File: config.mk
export PLATFORM = sky130hd
export DESIGN_NAME = dccm_lsu_ctrl
export DESIGN_NICKNAME = d
export VERILOG_FILES = /design/src/rtl/lsu_pkg.sv /design/src/rtl/lsu_lane_align.sv /design/src/rtl/dccm_lsu_ctrl.sv
export SDC_FILE = /design/constraint.sdc
export NUM_CORES = 1
export LEC_CHECK = 0
export ABC_CLOCK_PERIOD_IN_PS = 8500
export BUFFER_PORTS_ARGS = -buffer_cell sky130_fd_sc_hd__buf_4
export CORE_MARGIN = 5
export CORE_UTILIZATION = 45
export CTS_CLUSTER_DIAMETER = 60
export DETAILED_ROUTE_END_ITERATION = 6
export PLACE_DENSITY = 0.73
export SLEW_MARGIN = 5
export SYNTH_ARGS = -nofsm -noshare
export SYNTH_HDL_FRONTEND = slang
export SYNTH_SLANG_ARGS = --single-unit
File: constraint.sdc
create_clock -name clk -period 8.5 [get_ports clk]
set_input_delay 1.275 -clock clk [delete_from_list [all_inputs] [get_ports clk]]
set_output_delay 1.275 -clock clk [all_outputs]
set_load 0.01 [all_outputs]
File: src/rtl/lsu_pkg.sv
// lsu_pkg: shared types and default DCCM window for the load/store controller
package lsu_pkg;
    typedef enum logic [1:0] {BYTE = 2'b00, HALF = 2'b01, WORD = 2'b10} lsu_size_e;
    typedef enum logic [2:0] {IDLE, ERR, LD_RD, LD_DATA, ST_WR, RMW_RD, RMW_MRG, RMW_WR} lsu_state_e;
    localparam logic [31:0] DCCM_BASE_DEF = 32'hF004_0000;
    localparam logic [31:0] DCCM_SIZE_DEF = 32'h0001_0000;
endpackage

File: src/rtl/lsu_lane_align.sv
// lsu_lane_align: extracts/extends a load lane and merges a store lane into a full word
module lsu_lane_align
    import lsu_pkg::*;
(
    input  logic [31:0] word,
    input  logic [31:0] wdata,
    input  logic [1:0]  offset,
    input  logic [1:0]  size,
    input  logic        is_unsigned,
    output logic [31:0] ld_data,
    output logic [31:0] st_word
);
    logic [4:0]  sh;
    logic [31:0] lane;
    logic [31:0] mask;
    always_comb begin
        sh      = {offset, 3'b000};
        lane    = word >> sh;
        mask    = (size == BYTE ? 32'h0000_00FF : 32'h0000_FFFF) << sh;
        ld_data = size == BYTE ? {{24{lane[7] & ~is_unsigned}}, lane[7:0]} :
                  size == HALF ? {{16{lane[15] & ~is_unsigned}}, lane[15:0]} : word;
        st_word = size == WORD ? wdata : (word & ~mask) | ((wdata << sh) & mask);
    end
endmodule

File: src/rtl/dccm_lsu_ctrl.sv
// dccm_lsu_ctrl: one-at-a-time load/store sequencer for the DCCM, read-modify-write for sub-word stores
module dccm_lsu_ctrl
    import lsu_pkg::*;
#(
    parameter logic [31:0] DCCM_BASE = DCCM_BASE_DEF,
    parameter logic [31:0] DCCM_SIZE = DCCM_SIZE_DEF
) (
    input  logic        clk,
    input  logic        rst,
    input  logic        req_valid,
    output logic        req_ready,
    input  logic        req_we,
    input  logic [1:0]  req_size,
    input  logic        req_unsigned,
    input  logic [31:0] req_addr,
    input  logic [31:0] req_wdata,
    output logic        rsp_valid,
    output logic        rsp_err,
    output logic [31:0] rsp_rdata,
    output logic        dccm_wren,
    output logic        dccm_rden,
    output logic [31:0] dccm_wr_addr,
    output logic [31:0] dccm_wr_data,
    input  logic [31:0] dccm_rd_data
);
    lsu_state_e  state;
    logic [1:0]  a_off;
    logic [1:0]  a_size;
    logic        a_uns;
    logic [31:0] a_wdata;
    logic [31:0] ld_data;
    logic [31:0] st_word;
    logic [32:0] a_rel;
    logic        bad;

    lsu_lane_align u_align (
        .word        (dccm_rd_data),
        .wdata       (a_wdata),
        .offset      (a_off),
        .size        (a_size),
        .is_unsigned (a_uns),
        .ld_data     (ld_data),
        .st_word     (st_word)
    );

    always_comb begin
        a_rel = {1'b0, req_addr} - {1'b0, DCCM_BASE};
        bad   = req_size == 2'b11 || (req_size == HALF && req_addr[0]) ||
                (req_size == WORD && req_addr[1:0] != 2'b00) || a_rel >= {1'b0, DCCM_SIZE};
    end

    assign rsp_rdata = state == LD_DATA ? ld_data : '0;

    always_ff @(posedge clk or posedge rst) begin
        if (rst) begin
            state        <= IDLE;
            req_ready    <= 1'b0;
            rsp_valid    <= 1'b0;
            rsp_err      <= 1'b0;
            dccm_wren    <= 1'b0;
            dccm_rden    <= 1'b0;
            dccm_wr_addr <= '0;
            dccm_wr_data <= '0;
            a_off        <= '0;
            a_size       <= '0;
            a_uns        <= 1'b0;
            a_wdata      <= '0;
        end else begin
            dccm_wren <= 1'b0;
            dccm_rden <= 1'b0;
            rsp_valid <= 1'b0;
            rsp_err   <= 1'b0;
            case (state)
                IDLE: begin
                    req_ready <= 1'b1;
                    if (req_valid && req_ready) begin
                        req_ready <= 1'b0;
                        a_off     <= req_addr[1:0];
                        a_size    <= req_size;
                        a_uns     <= req_unsigned;
                        a_wdata   <= req_wdata;
                        if (bad) begin
                            state     <= ERR;
                            rsp_valid <= 1'b1;
                            rsp_err   <= 1'b1;
                        end else begin
                            dccm_wr_addr <= {req_addr[31:2], 2'b00};
                            if (!req_we) begin
                                state     <= LD_RD;
                                dccm_rden <= 1'b1;
                            end else if (req_size == WORD) begin
                                state        <= ST_WR;
                                dccm_wren    <= 1'b1;
                                dccm_wr_data <= req_wdata;
                                rsp_valid    <= 1'b1;
                            end else begin
                                state     <= RMW_RD;
                                dccm_rden <= 1'b1;
                            end
                        end
                    end
                end
                LD_RD: begin
                    state     <= LD_DATA;
                    rsp_valid <= 1'b1;
                end
                RMW_RD: state <= RMW_MRG;
                // read data is valid now; the merged word becomes the write data
                RMW_MRG: begin
                    state        <= RMW_WR;
                    dccm_wr_data <= st_word;
                    dccm_wren    <= 1'b1;
                    rsp_valid    <= 1'b1;
                end
                ERR, LD_DATA, ST_WR, RMW_WR: begin
                    state        <= IDLE;
                    req_ready    <= 1'b1;
                    dccm_wr_addr <= '0;
                    dccm_wr_data <= '0;
                end
            endcase
        end
    end
endmodule

==> results of run 1 <==
-- routing by layer --
layer,up-vias,GRT usage (%),part of all wire (%)
li1,2786,-,-
met1,2869,33.9,40
met2,376,40.5,47
met3,31,6.39,10
met4,0,8.20,2.0
met5,-,0,0
-- flip-flops by register name, indices dropped and copies added, names as in the netlist --
name          flops
a_size            2
a_uns             1
state             3
dccm_wr_data     32
dccm_wr_addr     30
req_ready         1
a_off             2
dccm_wren         1
dccm_rden         1
rsp_err           1
a_wdata          32
rsp_valid         1
-- logic make-up (layout without fill, tap and decap cells) --
group                      Yosys count  in the layout  share of synthesized area [%]
AOI/OAI and AO/OA                  167            167                           18.0
xor gates and xnor gates             3              3                          0.428
adders and majority gates            2              2                          0.407
buffers and inverters               97            275                           6.66
DFF                                107            107                           43.6
muxes                               79             79                           13.6
other                                1              2                         0.0610
and+or+nand+nor                    237            237                           17.3
-- stage by stage --
step | power, mW | setup WS (ps) | hold WS, ps | cell area, um^2
finish | 1.59 | 4220 | 482 | 8040
global route | 1.66 | 3990 | 500 | 8040
CTS | 1.59 | 4270 | 481 | 8040
detailed placement | 1.16 | 4310 | 463 | 7750
global placement | 1.15 | 4480 | 458 | 7750
floorplan | 0.954 | 4410 | 446 | 6150
-- cell usage in the layout (no fill, tap or decap), types with 4 or more instances in the layout --
| master | count |
|---|---|
| or3_1 | 5 |
| mux2_1 | 6 |
| a222oi_1 | 23 |
| and3_1 | 10 |
| nor3_1 | 4 |
| inv_1 | 46 |
| o21a_1 | 5 |
| mux2i_1 | 52 |
| a21o_1 | 5 |
| dfrtp_1 | 107 |
| o22ai_1 | 7 |
| buf_4 | 212 |
| o221a_2 | 7 |
| nor2_1 | 30 |
| nor2b_1 | 11 |
| nand2b_1 | 4 |
| nand3_1 | 18 |
| mux2_2 | 20 |
| nand2_1 | 135 |
| nor4_1 | 5 |
| clkbuf_16 | 9 |
| a21oi_1 | 50 |
| o21ai_0 | 49 |
-- critical path, stage by stage, from the launching register on --
cell and delay [ps]:
dfrtp_1 1020, nor2_1 180, nor2_1 870, o21ai_0 170
a21oi_1 250, buf_4 160
-- report_power, final --
part	leakage, nW	internal (mW)	total, mW	switching, mW
Combinational	2.56	0.224	0.506	0.282
Clock	0.139	0.237	0.427	0.191
Sequential	1.38	0.585	0.655	0.0701
-- worst paths after layout --
kind | startpoint | to | slack (ps) | cells after the start
worst min register to register | a_wdata[24]$_DFFE_PP0P_ | a_wdata[24]$_DFFE_PP0P_ | 480 | 2
min in group asynchronous | rst | dccm_wr_addr[27]$_DFFE_PP0P_ | 950 | 2
worst max-delay path | a_off[1]$_DFFE_PP0P_ | rsp_rdata[13] | 4220 | 5
max in group asynchronous | rst | dccm_wr_data[2]$_DFFE_PP0P_ | 6280 | 3
worst min-delay path | a_wdata[24]$_DFFE_PP0P_ | a_wdata[24]$_DFFE_PP0P_ | 480 | 2
worst max register to register | a_off[1]$_DFFE_PP0P_ | dccm_wr_data[27]$_DFFE_PP0P_ | 5810 | 4
-- layout make-up --
| cell class | count | area [um^2] |
|---|---|---|
| multi-input combinational | 490 | 3080 |
| clock buffer | 12 | 246 |
| clock inverter | 4 | 50.0 |
| sequential | 107 | 2680 |
| fill | 1168 | 5250 |
| timing repair buffer | 212 | 1590 |
| tap | 176 | 220 |
| inverter | 47 | 179 |
==> results.sh, run 1 <==
export IMPL_outcome="complete, no violations"
export IMPL_ioPinCount=204
export IMPL_cts_tree="done"
export IMPL_finalNonFillerCells=1048
export IMPL_start_util_pct=46.2
export IMPL_clock_path_buffers=2
export IMPL_async_reset_ff_share_pct=100
export IMPL_setup_violations=0
export IMPL_holdBufCountCts=0
export IMPL_synth_warning_count=0
export IMPL_maxSlewViolCount=0
export IMPL_fin_tns_setup_ps=0
export IMPL_rsz0062_at_grt="false"
export IMPL_yosysMostFrequentCell="nand2_1"
export IMPL_synth_avg_cell_area_um2=8.87
export IMPL_place_inst=1032
export IMPL_post_route_util_pct=60.5
export IMPL_die_w_um=127
export IMPL_synthCells=693
export IMPL_cts_made_buffers=9
export IMPL_ys_seq_elements=107
export IMPL_clkTransAtPathRegs_ps=70
export IMPL_worstMarginPinSlew_ps=1260
export IMPL_synth_common_cells="135 x nand2_1, 107 x dfrtp_1, 52 x mux2i_1"
export IMPL_critPathKind="reg2out"
export IMPL_die_area_um2=16100
export IMPL_ys_flop_type="dfrtp_1"
export IMPL_synth_edff_count=0
export IMPL_viasPerCell=5.78
export IMPL_gp_congestion=0.990
export IMPL_drive_gt1_share_pct=30.4
export IMPL_hold_violations=0
export IMPL_power_density_nw_per_um2=198
export IMPL_synth_top_cells_by_area="dfrtp_1 44%, mux2i_1 8.5%, nand2_1 8.2%"
export IMPL_synthesis_area_um2=6140
export IMPL_syn_to_final_growth_pct=30.9
export IMPL_vias=6062
export IMPL_slew_headroom_pct=15.8
export IMPL_cp_arrival_ps=3000
export IMPL_grt_first_pass_wirelength_um=32600
export IMPL_synth_top_cell_by_area="dfrtp_1"
export IMPL_htree_levels=3
export IMPL_grt_pass1_vias=5899
export IMPL_finalWirelength_um=21000
export IMPL_hpwl_um=15200
export IMPL_final_net_count=972
export IMPL_leakage_nw=4.07
export IMPL_required_ps=7220
export IMPL_max_freq_mhz=234
export IMPL_grt_max_degree=70
export IMPL_grt_overflow_total=0
export IMPL_drv_cap=0
export IMPL_crit_fanout=31
export IMPL_ir_worst_vdd_mv=0.102
export IMPL_yosys_area_top_type_share_pct=43.6
export IMPL_clk_latency_ps=350
export IMPL_ctsResizeCount=0
export IMPL_post_cts_setup_buffer_count=0
export IMPL_synth_cell_types=55
export IMPL_die_h_um=127
export IMPL_grt_total_usage_pct=25.3
export IMPL_wl_per_cell_um=20.1
export IMPL_cts_root_buf="clkbuf_16"
export IMPL_antenna_found_initial=0
export IMPL_drtAntennaViolNets=0
export IMPL_min_path_type="reg2reg"
export IMPL_antenna_cells=0
export IMPL_core_area_um2=13300
export IMPL_end_kind="primary output"
export IMPL_cts_sinks=107
export IMPL_rows=42
export IMPL_startpoint_type="flop"
export IMPL_min_period_over_period_pct=50.3
export IMPL_synth_seq_area_share_pct=43.6
export IMPL_io_buffers=201
export IMPL_detail_route_iter0_violations=967
export IMPL_drc=0
export IMPL_min_period_ps=4280
export IMPL_drt_pass1_iter_count=7
export IMPL_clock_skew_ps=7.00
No activity file was read; power rests on OpenSTA's default activity.
==> inputs of run 2 (changes only) <==
- ABC_AREA: unset -> 1
- ABC_CLOCK_PERIOD_IN_PS: 8500 -> 4150
- clock period: 8.5 -> 4.15 ns (I/O delays scaled with it)
==> results.sh, run 2 <==
export IMPL_start_util_pct=46.2
export IMPL_antenna_cells=0
export IMPL_critPathKind="reg2out"
export IMPL_slowest_stage="dfrtp_1"
export IMPL_worst_path_buf_inv=2
export IMPL_yosys_area_top_type_share_pct=41.6
export IMPL_crit_family="simple AND/OR/NAND/NOR gates"
export IMPL_yosysMostFrequentCell="nand2_1"
export IMPL_post_cts_setup_buffer_count=0
export IMPL_synth_top_cells_by_area="dfrtp_1 42%, nand2_1 17%, o21ai_0 9.5%"
export IMPL_gp_congestion=0.970
export IMPL_clock_skew_ps=10.3
export IMPL_rsz0062_at_grt="false"
export IMPL_clkPwrFrac_pct=14.4
export IMPL_clk_latency_ps=360
export IMPL_dpl_cell_area_um2=8020
export IMPL_core_area_um2=13900
export IMPL_grt_total_usage_pct=26.0
export IMPL_cp_arrival_ps=2930
export IMPL_hold_violations=0
export IMPL_rows=43
export IMPL_drive_gt1_share_pct=21.9
export IMPL_io_buffers=201
export IMPL_vias=6915
export IMPL_slew_headroom_pct=34.0
export IMPL_detail_route_iter0_violations=665
export IMPL_grt_first_pass_wirelength_um=34200
export IMPL_ctsResizeCount=0
export IMPL_clkTransAtPathRegs_ps=80
export IMPL_grt_overflow_total=0
export IMPL_fin_tns_setup_ps=0
export IMPL_min_period_ps=3550
export IMPL_die_w_um=130
export IMPL_grt_pass1_vias=6682
export IMPL_post_place_ws_ps=1050
export IMPL_cts_root_buf="clkbuf_16"
export IMPL_internal_power_mw=3.05
export IMPL_synth_top_cell_by_area="dfrtp_1"
export IMPL_final_net_count=1219
export IMPL_antenna_found_initial=0
export IMPL_final_setup_worst_slack_ps=601
export IMPL_p_seq_share_pct=29.5
export IMPL_combPwrFrac_pct=56.1
export IMPL_cts_sinks=107
export IMPL_finalWirelength_um=21700
export IMPL_synthCells=941
export IMPL_async_reset_ff_share_pct=100
export IMPL_final_cell_mix="289 x nand2_1, 211 x buf_4, 122 x o21ai_0"
export IMPL_ioPinCount=204
export IMPL_die_area_um2=16800
export IMPL_crit_chain="inv_2 > nand2_1 > o221ai_1 > nand2_1 > nand2_1 > nand3_1 > a21oi_1 > buf_4"
export IMPL_synth_common_cells="289 x nand2_1, 122 x o21ai_0, 107 x dfrtp_1"
export IMPL_startpoint_type="flop"
export IMPL_holdBufCountCts=0
export IMPL_stdcell_area_um2=8320
export IMPL_grt_max_degree=48
export IMPL_leakage_nw=4.47
export IMPL_top_regs="a_wdata x32, dccm_wr_data x32, dccm_wr_addr x30"
export IMPL_outcome="complete, no violations"
export IMPL_syn_to_final_growth_pct=29.4
export IMPL_clock_path_buffers=2
export IMPL_cts_tree="done"
export IMPL_crit_fanout=18
export IMPL_path_common_cell="nand2_1"
export IMPL_drtAntennaViolNets=0
export IMPL_power_density_nw_per_um2=727
export IMPL_maxSlewViolCount=0
export IMPL_max_stage_delay_ps=540
export IMPL_synth_edff_count=0
export IMPL_worstMarginPinSlew_ps=984
export IMPL_synthesis_area_um2=6430
export IMPL_min_path_type="in2async"
export IMPL_end_kind="primary output"
export IMPL_ir_worst_vdd_mv=0.386
export IMPL_netSwitchingFraction_pct=49.6
export IMPL_max_freq_mhz=282
export IMPL_synth_seq_area_share_pct=41.6
export IMPL_wl_per_cell_um=16.7
export IMPL_final_common_cell="nand2_1"
export IMPL_ys_seq_elements=107
export IMPL_setup_violations=0
export IMPL_drt_pass1_iter_count=5
export IMPL_synth_warning_count=0
export IMPL_drc=0
export IMPL_synth_avg_cell_area_um2=6.83
export IMPL_switching_power_mw=3.00
export IMPL_ys_flop_type="dfrtp_1"
export IMPL_htree_levels=3
export IMPL_required_ps=3530
export IMPL_die_h_um=130
export IMPL_synth_cell_types=34
export IMPL_drv_cap=0
export IMPL_hpwl_um=16800
export IMPL_min_period_over_period_pct=85.5
export IMPL_viasPerCell=5.32
export IMPL_cts_made_buffers=9
run 2: cell type report:
class | instances | area [um^2]
Fill cell | 1354 | 5610
Inverter | 101 | 382
Tap cell | 180 | 225
Clock inverter | 7 | 80.1
Multi-Input combinational cell | 684 | 3150
Sequential cell | 107 | 2680
Clock buffer | 9 | 225
Timing Repair Buffer | 211 | 1580
run 2: stage by stage:
step | std cells | hold slack [ps] | total power, mW | utilization (%)
finish | 1299 | 325 | 6.05 | 59.7
global route | 1299 | 372 | 6.56 | 59.7
CTS | 1299 | 345 | 6.07 | 59.7
detailed placement | 1283 | 453 | 5.18 | 57.5
global placement | 1283 | 448 | 5.13 | 57.5
floorplan | 942 | 437 | 3.99 | -
run 2: kinds of logic (layout without fill, tap and decap cells):
kind of cell	after synthesis	in the layout	synth area share, %
compound gates	221	221	19.2
fa+ha+maj	2	2	0.389
buf+inv	151	328	9.51
flops	107	107	41.6
other cells	1	2	0.0583
simple gates	459	459	29.2
run 2: final timing paths:
path                                                   start                            to  slack [ps]  depth (start not counted)
min in group clk                dccm_wr_addr[23]$_DFFE_PP0P_  dccm_wr_addr[23]$_DFFE_PP0P_         470                          2
worst min register to register  dccm_wr_addr[23]$_DFFE_PP0P_  dccm_wr_addr[23]$_DFFE_PP0P_         470                          2
worst max-delay path                    a_off[1]$_DFFE_PP0P_                 rsp_rdata[18]         600                          8
worst min-delay path                                     rst  dccm_wr_data[19]$_DFFE_PP0P_         330                          2
max in group asynchronous                                rst             rsp_err$_DFF_PP0_        3010                          3
worst max register to register          a_off[1]$_DFFE_PP0P_  dccm_wr_data[16]$_DFFE_PP0P_        1320                         10
run 2: worst register-to-register path: stages, from the launching register on:
cell,delay [ps]
dfrtp_1,540
inv_2,300
nand2_1,350
o21ai_1,850
o21ai_0,190
o21ai_0,140
nand2_1,70
nand2_1,100
nand2_1,50
nand3_1,70
nand2_1,60
run 2: power groups by stage:
stage,Sequential [mW],Clock (mW),Combinational [mW]
finish,1.79,0.872,3.39
global route,1.84,0.936,3.79
CTS,1.78,0.893,3.39
detailed placement,1.80,0,3.39
global placement,1.79,0,3.34
floorplan,1.77,0,2.22
run 2: routing by layer:
| metal | share of wire, % | wire (um) | GRT usage (%) | vias to the layer above |
|---|---|---|---|---|
| li1 | - | - | - | 3401 |
| met1 | 39 | 8520 | 31.5 | 3185 |
| met2 | 49 | 10600 | 44.4 | 278 |
| met3 | 8.6 | 1870 | 7.58 | 51 |
| met4 | 3.1 | 669 | 9.05 | 0 |
| met5 | 0 | 0 | 0 | - |
